`src/rtl/ccff_chain_loader_if.sv`:
```
`default_nettype none
// +--------------------------------------------------------------------------+
// | ccff_chain_loader_if : stream, chain and status bundle of the CCFF loader |
// | Rev 1.0                                                                  |
// +--------------------------------------------------------------------------+
interface ccff_chain_loader_if #(
  parameter int WORD_W = 8,
  parameter int CNT_W  = 7
);
  logic              start;
  logic [WORD_W-1:0] bs_data;
  logic              bs_valid;
  logic              bs_ready;
  logic              ccff_head;
  logic              shift_en;
  logic              ccff_tail;
  logic [WORD_W-1:0] rb_data;
  logic              rb_valid;
  logic              busy;
  logic              done;
  logic [CNT_W-1:0]  bit_count;

  // master is the loader itself; slave is the bitstream source / chain side
  modport master (
    input  start, bs_data, bs_valid, ccff_tail,
    output bs_ready, ccff_head, shift_en, rb_data, rb_valid, busy, done, bit_count
  );

  modport slave (
    output start, bs_data, bs_valid, ccff_tail,
    input  bs_ready, ccff_head, shift_en, rb_data, rb_valid, busy, done, bit_count
  );
endinterface
`default_nettype wire

```
`src/rtl/ccff_chain_loader.sv`:
```
`default_nettype none
// +--------------------------------------------------------------------------+
// | ccff_chain_loader : serialises bitstream words onto the CCFF chain, LSB   |
// | first, and packs the displaced tail bits into readback words. Rev 1.0    |
// +--------------------------------------------------------------------------+
module ccff_chain_loader #(
  parameter int CHAIN_LEN = 64,
  parameter int WORD_W    = 8,
  parameter int CNT_W     = $clog2(CHAIN_LEN + 1)
) (
  input  logic                prog_clk,
  input  logic                pReset,
  ccff_chain_loader_if.master bus
);

  localparam int              WB_W       = $clog2(WORD_W);
  localparam logic [CNT_W-1:0] C_LAST_CNT = CNT_W'(CHAIN_LEN);
  localparam logic [WB_W-1:0]  C_LAST_BIT = WB_W'(WORD_W - 1);

  typedef enum logic [1:0] {
    ST_IDLE  = 2'd0,
    ST_FETCH = 2'd1,
    ST_SHIFT = 2'd2,
    ST_DONE  = 2'd3
  } state_t;

  state_t            state_q,     state_d;
  logic [WORD_W-1:0] word_q,      word_d;
  logic [WB_W-1:0]   word_bit_q,  word_bit_d;
  logic [CNT_W-1:0]  bit_count_q, bit_count_d;
  logic [WORD_W-1:0] rb_acc_q,    rb_acc_d;
  logic [WORD_W-1:0] rb_data_q,   rb_data_d;
  logic              rb_valid_q,  rb_valid_d;

  logic [CNT_W-1:0]  cnt_inc;
  logic              last_chain_bit;
  logic              last_word_bit;
  logic [WORD_W-1:0] rb_merged;
  logic              bs_ready_w;

  always_comb begin
    cnt_inc        = bit_count_q + CNT_W'(1);
    last_chain_bit = (cnt_inc == C_LAST_CNT);
    last_word_bit  = (word_bit_q == C_LAST_BIT);

    // word_bit tracks bit_count mod WORD_W, so a fresh readback word starts at
    // word_bit==0; starting from zero gives the padding of a final partial word.
    rb_merged             = (word_bit_q == '0) ? '0 : rb_acc_q;
    rb_merged[word_bit_q] = bus.ccff_tail;

    state_d     = state_q;
    word_d      = word_q;
    word_bit_d  = word_bit_q;
    bit_count_d = bit_count_q;
    rb_acc_d    = rb_acc_q;
    rb_data_d   = rb_data_q;
    rb_valid_d  = 1'b0;
    bs_ready_w  = 1'b0;

    case (state_q)
      ST_IDLE, ST_DONE: begin
        if (bus.start) begin
          state_d     = ST_FETCH;
          bit_count_d = '0;
          word_bit_d  = '0;
          rb_acc_d    = '0;
        end
      end

      ST_FETCH: begin
        bs_ready_w = 1'b1;
        if (bus.bs_valid) begin
          word_d  = bus.bs_data;
          state_d = ST_SHIFT;
        end
      end

      ST_SHIFT: begin
        bit_count_d = cnt_inc;
        rb_acc_d    = rb_merged;
        word_bit_d  = last_word_bit ? '0 : word_bit_q + WB_W'(1);
        if (last_word_bit || last_chain_bit) begin
          rb_data_d  = rb_merged;
          rb_valid_d = 1'b1;
        end
        if (last_chain_bit) begin
          state_d = ST_DONE;
        end else if (last_word_bit) begin
          // prefetch the next word so back-to-back words shift without a bubble
          bs_ready_w = 1'b1;
          if (bus.bs_valid) begin
            word_d = bus.bs_data;
          end else begin
            state_d = ST_FETCH;
          end
        end
      end

      default: state_d = ST_IDLE;
    endcase
  end

  always_ff @(posedge prog_clk) begin
    if (pReset) begin
      state_q     <= ST_IDLE;
      word_q      <= '0;
      word_bit_q  <= '0;
      bit_count_q <= '0;
      rb_acc_q    <= '0;
      rb_data_q   <= '0;
      rb_valid_q  <= 1'b0;
    end else begin
      state_q     <= state_d;
      word_q      <= word_d;
      word_bit_q  <= word_bit_d;
      bit_count_q <= bit_count_d;
      rb_acc_q    <= rb_acc_d;
      rb_data_q   <= rb_data_d;
      rb_valid_q  <= rb_valid_d;
    end
  end

  assign bus.bs_ready  = bs_ready_w;
  assign bus.shift_en  = (state_q == ST_SHIFT);
  assign bus.ccff_head = (state_q == ST_SHIFT) & word_q[word_bit_q];
  assign bus.busy      = (state_q == ST_FETCH) || (state_q == ST_SHIFT);
  assign bus.done      = (state_q == ST_DONE);
  assign bus.rb_data   = rb_data_q;
  assign bus.rb_valid  = rb_valid_q;
  assign bus.bit_count = bit_count_q;

endmodule
`default_nettype wire

```
`src/flat_wrapper.sv`:
```
// flat-port wrapper written by rule: the top's interface ports become plain ports
module ccff_chain_loader_flat 
#(
  parameter int CHAIN_LEN = 64,
  parameter int WORD_W    = 8,
  parameter int CNT_W     = $clog2(CHAIN_LEN + 1)
)
  (prog_clk, pReset, bus_start, bus_bs_data, bus_bs_valid, bus_ccff_tail, bus_bs_ready, bus_ccff_head, bus_shift_en, bus_rb_data, bus_rb_valid, bus_busy, bus_done, bus_bit_count);
  ccff_chain_loader_if #(.WORD_W(WORD_W), .CNT_W(CNT_W)) bus_i ();
  input  logic prog_clk;
  input  logic pReset;
  input wire logic [$bits(bus_i.start)-1:0] bus_start;
  input wire logic [$bits(bus_i.bs_data)-1:0] bus_bs_data;
  input wire logic [$bits(bus_i.bs_valid)-1:0] bus_bs_valid;
  input wire logic [$bits(bus_i.ccff_tail)-1:0] bus_ccff_tail;
  output wire logic [$bits(bus_i.bs_ready)-1:0] bus_bs_ready;
  output wire logic [$bits(bus_i.ccff_head)-1:0] bus_ccff_head;
  output wire logic [$bits(bus_i.shift_en)-1:0] bus_shift_en;
  output wire logic [$bits(bus_i.rb_data)-1:0] bus_rb_data;
  output wire logic [$bits(bus_i.rb_valid)-1:0] bus_rb_valid;
  output wire logic [$bits(bus_i.busy)-1:0] bus_busy;
  output wire logic [$bits(bus_i.done)-1:0] bus_done;
  output wire logic [$bits(bus_i.bit_count)-1:0] bus_bit_count;
  assign bus_i.start = bus_start;
  assign bus_i.bs_data = bus_bs_data;
  assign bus_i.bs_valid = bus_bs_valid;
  assign bus_i.ccff_tail = bus_ccff_tail;
  assign bus_bs_ready = bus_i.bs_ready;
  assign bus_ccff_head = bus_i.ccff_head;
  assign bus_shift_en = bus_i.shift_en;
  assign bus_rb_data = bus_i.rb_data;
  assign bus_rb_valid = bus_i.rb_valid;
  assign bus_busy = bus_i.busy;
  assign bus_done = bus_i.done;
  assign bus_bit_count = bus_i.bit_count;
  ccff_chain_loader #(.CHAIN_LEN(CHAIN_LEN), .WORD_W(WORD_W), .CNT_W(CNT_W)) u_core (.prog_clk(prog_clk), .pReset(pReset), .bus(bus_i));
endmodule
```
`config.mk`:
```
export PLATFORM = sky130hd
export DESIGN_NAME = ccff_chain_loader_flat
export DESIGN_NICKNAME = d
export VERILOG_FILES = /design/src/rtl/ccff_chain_loader_if.sv /design/src/rtl/ccff_chain_loader.sv /design/src/flat_wrapper.sv
export SDC_FILE = /design/constraint.sdc
export NUM_CORES = 1
export LEC_CHECK = 0
export ABC_AREA = 1
export BUFFER_PORTS_ARGS = -buffer_cell sky130_fd_sc_hd__buf_2
export CAP_MARGIN = 20
export CORE_ASPECT_RATIO = 0.9
export CORE_MARGIN = 1
export CORE_UTILIZATION = 50
export CTS_CLUSTER_SIZE = 10
export DETAILED_ROUTE_END_ITERATION = 10
export PLACE_DENSITY = 0.73
export SYNTH_ARGS = -nofsm -noshare
export SYNTH_HDL_FRONTEND = slang
export SYNTH_SLANG_ARGS = --single-unit
```
`constraint.sdc`:
```
create_clock -name prog_clk -period 1.9 [get_ports prog_clk]
set_input_delay 0.095 -clock prog_clk [delete_from_list [all_inputs] [get_ports prog_clk]]
set_output_delay 0.095 -clock prog_clk [all_outputs]
set_load 0.05 [all_outputs]
```
==> impl_metrics.csv, run 1 <==
group,metric,value,unit
finish,fin_util,67.10,%
sta,finalHoldViolations,0,
run,drv_cap,0,
critical_path,arrival,1.74,ns
clocking,path_clk_slew,0.07,ns
die,start_util,53.51,%
global_routing,grt_max_degree,21,
critical_path,startpoint,"u_core.bus.bit_count[0]",
route,wl_per_cell,12.45,um
global_routing,grt_pass1_wl,7189,um
global_routing,grtUsageMet1,30.90,%
finish,syn_to_final_growth,25.39,%
clocking,cts-htree-levels,2,
finish,drive_gt1_share,28.76,%
finish,nets,318,
sta,worst_pin_slew,0.5529,ns
yosys,synth_top_area_share,40.08,%
sta,fin_crit_sh,96.51,%
finish,final_common_cell,"nand2_1",
critical_path,path_class,"reg -> out",
clocking,tritoncts,"done",
sta,setup_ws,0.06628,ns
critical_path,rrSetupSlack,0.07,ns
critical_path,timing.rr.start,"u_core.state_q[0]",
route,drtIter0Drc,115,
min_path,min_path_type,"in -> reg",
global_routing,antenna_found_initial,0,
sta,fmax,545.3,MHz
route,ant_nets,0,
placed_design,dp_hpwl,2687,um
yosys,syn-num-nets,276,
critical_path,r2r_end,"u_core.word_bit_q[0]",
yosys,avgSynthCellArea,7.219,sq um
outcome,status,"complete, no violations",
route,routed_wl,4271,um
critical_path,crit_fanout,4,
die,io-pin-count,34,
critical_path,end_kind,"output pin",
power,power,3.203,mW
power,p_leak,0.9895,nW
power,power.density,1382,nW/um^2
placed_design,gp_congestion,0.8415,
die,die_y,59.68,um
placed_design,dp.cells,332,
finish,most-common-layout-cells,"nand2_1 (47), dfxtp_1 (34), buf_2 (31), nor2_1 (27), a21oi_1 (25)",
critical_path,startpoint_type,"flip-flop",
sta,rsz0062_at_grt,"true",
power,vdd_drop_max,0.0005352,V
yosys,ys_ff_latch,37,
yosys,synth_area,1848,sq um
critical_path,timing.critical_path.to,"bus_bs_ready",
clocking,cts.sinks,37,
clocking,clock_latency,0.29,ns
global_routing,gr-usage-met2,39.94,%
yosys,ys_top_cells_by_area,"dfxtp_1 (40%), nand2_1 (9.7%), a21oi_1 (7.3%)",
critical_path,required,1.80,ns
route,dr.pass1.iters,4,
critical_path,r2r_cells,8,
clocking,cts-root-buf,"clkbuf_8",
finish,multiInputGateArea,1049,sq um
global_routing,grt_pass1_vias,1602,
route,via_per_inst,5.259,
route,routed-via-count,1804,
clocking,hold_buffers,0,
route,drc,0,
yosys,seq_area_frac_synth,40.08,%
global_routing,grt_use_total,24.07,%
sta,setup_viol_count_final,0,
die,rows,20,
clocking,clock_path_buffers,2,
global_routing,overflow,0,
sta,drv_slew,0,
global_routing,grt_most_used_layer,"met2",
die,fp.coreArea,3453,sq um
placed_design,portBuffers,33,
finish,final_cells,343,
yosys,synthDistinctLibCells,27,
finish,antennaDiodeCount,0,
die,die_x,66.09,um
sta,clock_skew,0.002827,ns
global_routing,met3_usage,4.771,%
placed_design,place_ws,0.1291,ns
clocking,cts_buffers,5,
sta,fin_crit,1.834,ns
die,die_area,3944,sq um
finish,nFillCells,301,
finish,seqCellArea,749.5,sq um
yosys,synth_area_leader_cell,"dfxtp_1",
yosys,synthCells,256,
yosys,synth_warnings,0,
sta,relSlewSlack,63.10,%
[metrics by stage]
| stage | cell area [sq um] | TNS, ns | hold WS [ns] |
|---|---|---|---|
| final | 2317 | 0 | 0.03406 |
| after global routing | 2317 | -0.1445 | 0.05188 |
| after CTS | 2305 | 0 | 0.02910 |
| after global placement | 2132 | 0 | 0.3297 |
| after floorplan | 1883 | 0 | 0.2429 |
| after detailed placement | 2132 | 0 | 0.3341 |
[worst min-delay path by stage]
stage / start / end / slack (ns) / cells after the start
CTS: bus_bs_data[0] / u_core.word_q[0] / 0.03 / 3
global placement: bus_bs_data[0] / u_core.word_q[0] / 0.33 / 3
detailed placement: bus_bs_data[0] / u_core.word_q[0] / 0.33 / 3
floorplan: bus_bs_data[0] / u_core.word_q[0] / 0.24 / 2
finish: bus_bs_data[0] / u_core.word_q[0] / 0.03 / 3
global route: bus_bs_data[4] / u_core.word_q[4] / 0.05 / 3
[cells in the mapped netlist]
| cell type | number |
|---|---|
| nand2_1 | 48 |
| dfxtp_1 | 37 |
| nor2_1 | 28 |
| a21oi_1 | 27 |
| nand3_1 | 23 |
| o21ai_1 | 17 |
| inv_1 | 16 |
| o21ai_0 | 14 |
| nor2_2 | 10 |
| ha_1 | 7 |
| nand2_2 | 6 |
| buf_2 | 4 |
| clkbuf_1 | 3 |
| a211oi_1 | 2 |
| nand2_4 | 2 |
| buf_1 | 1 |
| clkinv_1 | 1 |
| inv_4 | 1 |
| inv_6 | 1 |
| nand3_2 | 1 |
| nand3_4 | 1 |
| nand3b_1 | 1 |
| nor2_4 | 1 |
| nor3_1 | 1 |
| o21bai_2 | 1 |
| or2_1 | 1 |
| xnor2_1 | 1 |
[flip-flops by register name (all words and copies together), names as in the netlist]
signal,cells
u_core.rb_acc_q,8
u_core.word_q,8
u_core.bus.rb_valid,1
u_core.word_bit_q,3
u_core.bus.bit_count,7
u_core.state_q,2
u_core.bus.rb_data,8
[power by group]
group / total [mW] / leakage, nW / internal [mW] / switching, mW
Clock: 0.707 / 0.0585 / 0.428 / 0.279
Combinational: 1.51 / 0.629 / 0.528 / 0.980
Sequential: 0.988 / 0.302 / 0.896 / 0.0915
[metal layers]
metal / wire (um) / vias to the layer above
met5: 0 / -
met4: 48 / 0
met3: 210 / 5
met2: 1977 / 49
met1: 2034 / 820
li1: - / 930
[repair_timing]
action                                  in CTS  in global routing
gates resized for setup                      9                  5
buffers inserted                             3                  0
endpoints found under the setup margin       1                  8
pin swaps                                    4                  2
[critical path, stage by stage, from the launching register on]
cell,delay [ns]
dfxtp_4,0.36
ha_4,0.15
nand2_2,0.07
nor2_2,0.11
nand3_2,0.11
nand2_2,0.10
nor2_4,0.06
nand2_2,0.07
nand3_2,0.09
a21oi_4,0.15
buf_6,0.17
[cells by family (layout without fill, tap and decap cells)]
| kind of cell | Yosys count | count (layout) | synth area share (%) |
|---|---|---|---|
| fa+ha+maj | 7 | 7 | 4.739 |
| buf+inv | 27 | 70 | 6.161 |
| simple gates | 123 | 123 | 31.42 |
| flops | 37 | 37 | 40.08 |
| xor+xnor | 1 | 1 | 0.4740 |
| compound gates | 61 | 61 | 17.13 |
[layout make-up]
type / instances / area share (%)
clock inverters: 1 / 1.296
multi-input cells: 192 / 45.25
clock buffers: 7 / 3.726
repair buffers: 43 / 11.45
well taps: 44 / 2.376
inverters: 19 / 3.564
flip-flops and latches: 37 / 32.34
Power figures use the tool's default switching activity.
==> inputs of run 2 (changes only) <==
- CORE_MARGIN: 1 -> 2
==> run 2 against run 1 <==
- critical path depth unchanged
- global-route usage decreased by 3.0 points
- clock-buffer cell count fell by 2
- wire length decreased by 7.0%
- clock skew hardly changed
- register-to-register slack better by 0.02 ns
- critical path type unchanged
- core utilization shrank 1.0 points
- fmax grew 0.11%
- die area grew 6.5%
- worst hold slack improved by 0.011 ns
==> impl_metrics.csv, run 2 (synthesized netlist as in run 1, its figures left out) <==
group,metric,value,unit
route,dr_wl_met2,1735,um
critical_path,end_kind,"output pin",
power,combPwrFrac,50.8,%
clocking,cts.sinks,37,
global_routing,antenna_found_initial,0,
route,drc,0,
min_path,hp-start,"bus_bs_data[0]",
finish,antennaDiodeCount,0,
critical_path,required,1.80,ns
clocking,clock_latency,0.28,ns
die,fp.coreArea,3453,sq um
sta,worst_pin_slew,0.5077,ns
sta,setup_ws,0.06838,ns
sta,drv_slew,0,
placed_design,dp_hpwl,2753,um
die,io-pin-count,34,
power,power,3.040,mW
finish,most-common-layout-cells,"nand2_1 (46), dfxtp_1 (34), buf_2 (31), nor2_1 (28), a21oi_1 (25)",
die,start_util,53.51,%
power,p_leak,0.9612,nW
power,power.density,1332,nW/um^2
sta,relSlewSlack,66.12,%
route,wl_per_cell,11.65,um
finish,fin_util,66.09,%
critical_path,timing.rr.start,"u_core.state_q[0]",
critical_path,arrival,1.74,ns
die,die_x,68.09,um
global_routing,grt_use_total,21.09,%
global_routing,grt_pass1_wl,6582,um
route,drtIter0Drc,34,
route,routed-via-count,1757,
clocking,hold_buffers,0,
critical_path,cp_slowest_cell,"dfxtp_4",
power,vdd_drop_max,0.0005843,V
route,dr.pass1.iters,6,
clocking,cts_buffers,5,
route,wl_met3,157,um
critical_path,cpPeakStageDelay,0.39,ns
global_routing,grt_max_degree,21,
finish,drive_gt1_share,29.29,%
critical_path,cpMostUsedCell,"nand2_2",
critical_path,startpoint,"u_core.bus.bit_count[0]",
placed_design,gp_congestion,0.8096,
finish,final_common_cell,"nand2_1",
power,power.share.clock,16.3,%
critical_path,crit_fanout,5,
sta,setup_viol_count_final,0,
critical_path,path_class,"reg -> out",
power,p_switching,1.323,mW
critical_path,crit_chain,"ha_4 -> nand2_2 -> nor2_1 -> nand3_1 -> nand2_2 -> nor2_4 -> nand2_2 -> nand3_1 -> a21oi_4 -> buf_6",
sta,clock_skew,0.002917,ns
clocking,tritoncts,"done",
route,routed_wl,3971,um
finish,syn_to_final_growth,23.49,%
sta,rsz0062_at_grt,"true",
die,rows,20,
finish,nFillCells,320,
route,via_per_inst,5.152,
sta,fin_crit_sh,96.40,%
route,wl_met1,2028,um
power,sw_frac_of_total,43.52,%
power,seqPwrFrac,32.9,%
die,die_y,61.68,um
run,drv_cap,0,
global_routing,overflow,0,
global_routing,grt_pass1_vias,1542,
finish,nets,318,
clocking,cts-root-buf,"clkbuf_8",
critical_path,startpoint_type,"flip-flop",
placed_design,place_ws,0.07512,ns
sta,fin_crit,1.832,ns
clocking,cts-htree-levels,2,
die,die_area,4199,sq um
min_path,min_path_type,"in -> reg",
clocking,clock_path_buffers,2,
placed_design,portBuffers,33,
outcome,status,"complete, no violations",
route,ant_nets,0,
power,intPower,1.717,mW
sta,finalHoldViolations,0,
clocking,path_clk_slew,0.07,ns
sta,fmax,546.0,MHz
route,top_layer_used,"met4",
run 2: cell types whose count changed in the layout (fill, tap and decap cells not counted), sizes merged:
| cell | before | now |
|---|---|---|
| clkinvlp | 1 | 3 |
| clkbuf | 7 | 6 |
| buf | 43 | 42 |
| inv | 17 | 15 |
| bufinv | 1 | 0 |
| clkinv | 1 | 2 |
run 2: timing repair:
item                       CTS  global route
pin swaps                    0             0
setup buffers                0             3
resized for setup            4            10
setup endpoints to repair    1             8
run 2: through the flow:
step / hold slack, ns / setup TNS [ns] / cell area [sq um] / std cells
after floorplan: 0.2429 / 0 / 1883 / 256
after global placement: 0.3382 / 0 / 2132 / 332
after detailed placement: 0.3421 / 0 / 2132 / 332
after CTS: 0.04488 / 0 / 2217 / 338
after global routing: 0.04927 / -0.1207 / 2282 / 341
final: 0.04538 / 0 / 2282 / 341
run 2: worst paths after layout:
| check | to | slack [ns] | cells past startpoint |
|---|---|---|---|
| setup reg to reg | u_core.bus.bit_count[6] | 0.09 | 9 |
| hold / removal | u_core.word_q[0] | 0.05 | 3 |
| setup / recovery | bus_bs_ready | 0.07 | 10 |
| hold reg to reg | u_core.rb_acc_q[6] | 0.47 | 2 |
run 2: layout make-up:
| type | instances | area [sq um] | share of cell area, % |
|---|---|---|---|
| Sequential cell | 37 | 747.0 | 32.73 |
| Clock buffer | 5 | 68.82 | 3.015 |
| Tap cell | 44 | 55.05 | 2.412 |
| Clock inverter | 1 | 5.005 | 0.2193 |
| Multi-Input combinational cell | 192 | 1042 | 45.67 |
| Timing Repair Buffer | 43 | 274.0 | 12.01 |
| Inverter | 19 | 90.09 | 3.947 |
run 2: power by group through the flow:
stage / Sequential (mW) / Combinational [mW] / Clock [mW]
6_report: 1.00 / 1.54 / 0.496
5_1_grt: 1.01 / 1.69 / 0.553
4_1_cts: 0.994 / 1.46 / 0.512
3_5_place_dp: 1.01 / 1.44 / 0
3_3_place_gp: 1.00 / 1.43 / 0
2_1_floorplan: 1.02 / 1.07 / 0
run 2: worst max-delay path, delay by kind of cell, from the launching register on:
kind | cells | cell delay, ns
simple gates | 7 | 0.61
flops | 1 | 0.39
fa+ha+maj | 1 | 0.15
buf+inv | 1 | 0.17
compound gates | 1 | 0.14
run 2: routing by layer:
metal,vias to the layer above,track usage (%)
met5,-,0
met3,5,6.581
li1,928,-
met1,795,27.50
met2,29,33.15
met4,0,7.429
==> inputs of run 3 (changes only) <==
- BUFFER_PORTS_ARGS: -buffer_cell sky130_fd_sc_hd__buf_2 -> -buffer_cell sky130_fd_sc_hd__buf_4
==> run 3 against run 2 <==
- via count down 0.17%
- first-iteration DRC count grew to 3.6 times the previous value
- critical endpoint unchanged
- critical path type unchanged
- worst hold slack better by 0.0042 ns
- largest power group unchanged
- clock skew is 0.0043 ns higher
- cell area is 4.8% higher
- die area stayed put
- sequential power is essentially flat
- total power increased by 7.0%
==> impl_metrics.csv, run 3 (synthesized netlist as in run 1, its figures left out) <==
group,metric,value,unit
finish,most-common-layout-cells,"nand2_1 (46), buf_4 (37), dfxtp_1 (32), nor2_1 (27), a21oi_1 (25)",
global_routing,antenna_found_initial,0,
critical_path,path_class,"reg -> out",
sta,finalHoldViolations,0,
placed_design,dp_hpwl,2805,um
die,die_y,61.68,um
clocking,cts-root-buf,"clkbuf_8",
clocking,clock_path_buffers,2,
clocking,hold_buffers,0,
clocking,tritoncts,"done",
sta,fmax,552.9,MHz
critical_path,startpoint_type,"flip-flop",
die,rows,20,
critical_path,r2r_cells,8,
sta,drv_slew,0,
min_path,min_path_type,"in -> reg",
critical_path,end_kind,"output pin",
sta,worst_pin_slew,0.5188,ns
die,io-pin-count,34,
placed_design,dp.cells,331,
global_routing,grt_pass1_vias,1582,
route,drtIter0Drc,124,
die,start_util,53.51,%
route,routed_wl,4244,um
route,drc,0,
finish,fin_util,69.28,%
route,dr.pass1.iters,4,
global_routing,grt_pass1_wl,7044,um
finish,final_common_cell,"nand2_1",
placed_design,gp_congestion,0.8356,
clocking,path_clk_slew,0.08,ns
global_routing,grt_use_total,22.05,%
finish,nFillCells,296,
critical_path,arrival,1.71,ns
clocking,clock_latency,0.28,ns
clocking,cts-htree-levels,2,
critical_path,crit_fanout,4,
finish,syn_to_final_growth,29.45,%
finish,seqCellArea,752.0,sq um
clocking,cts.sinks,37,
sta,setup_viol_count_final,0,
power,power,3.252,mW
finish,finish.instance_area,2392,sq um
placed_design,placed_area,2207,sq um
finish,antennaDiodeCount,0,
critical_path,required,1.80,ns
finish,nets,316,
sta,relSlewSlack,65.37,%
outcome,status,"complete, no violations",
global_routing,overflow,0,
global_routing,grt_max_degree,21,
power,power.density,1359,nW/um^2
route,wl_per_cell,12.45,um
die,die_x,68.09,um
run,drv_cap,0,
min_path,holdPathStages,3,
finish,final_cells,341,
finish,drive_gt1_share,30.30,%
sta,setup_tns,0,ns
power,p_leak,0.9718,nW
die,die_area,4199,sq um
sta,fin_crit_sh,95.20,%
die,fp.coreArea,3453,sq um
route,ant_nets,0,
route,via_per_inst,5.144,
finish,multiInputGateArea,1051,sq um
sta,clock_skew,0.007257,ns
sta,rsz0062_at_grt,"true",
clocking,cts_buffers,5,
route,routed-via-count,1754,
sta,fin_crit,1.809,ns
power,vdd_drop_max,0.0006318,V
placed_design,portBuffers,33,
-- run 3: through the flow --
step / setup slack (ns) / hold WS, ns
5_1_grt: -0.01092 / 0.06062
2_1_floorplan: 0.04985 / 0.2429
3_3_place_gp: 0.1511 / 0.3311
4_1_cts: 0.04692 / 0.04609
3_5_place_dp: 0.1050 / 0.3371
6_report: 0.09126 / 0.04961
-- run 3: critical path: stages, from the launching register on --
cell	delay (ns)
dfxtp_4	0.38
ha_4	0.15
nand2_2	0.08
nor2_2	0.13
nand3_2	0.09
nand2_2	0.09
nor2_4	0.05
nand2_2	0.07
nand3_2	0.08
a21oi_4	0.13
buf_6	0.17
-- run 3: final timing paths --
| check | start | to | slack, ns |
|---|---|---|---|
| worst min register to register | u_core.rb_acc_q[3] | u_core.rb_acc_q[3] | 0.47 |
| worst min-delay path | bus_bs_data[0] | u_core.word_q[0] | 0.05 |
| worst max-delay path | u_core.bus.bit_count[0] | bus_bs_ready | 0.09 |
| worst max register to register | u_core.state_q[0] | u_core.bus.bit_count[0] | 0.13 |
-- run 3: timing repair --
action,in CTS,in global routing
buffers inserted,0,1
resized for setup,5,14
endpoints found under the setup margin,1,6
endpoints found under the hold margin,0,0
pin swaps,0,2
gates cloned,0,1
-- run 3: power breakdown --
| part | total [mW] | internal [mW] | switching, mW |
|---|---|---|---|
| Clock | 0.711 | 0.427 | 0.285 |
| Combinational | 1.54 | 0.560 | 0.980 |
| Sequential | 1.00 | 0.900 | 0.0994 |
| Total | 3.25 | 1.89 | 1.36 |
-- run 3: cell type report --
| cell class | count | area share, % |
|---|---|---|
| inverters | 19 | 3.609 |
| repair buffers | 40 | 13.39 |
| clock inverters | 2 | 1.569 |
| well taps | 44 | 2.301 |
| flip-flops and latches | 37 | 31.43 |
| clock buffers | 6 | 3.452 |
| multi-input cells | 192 | 43.93 |
| repair inverters | 1 | 0.3138 |
-- run 3: layer usage --
metal / vias to the layer above / routed length (um) / track usage [%]
li1: 926 / - / -
met1: 783 / 2142 / 29.67
met2: 43 / 1854 / 36.06
met3: 2 / 224 / 4.570
met4: 0 / 23 / 6.286
met5: - / 0 / 0
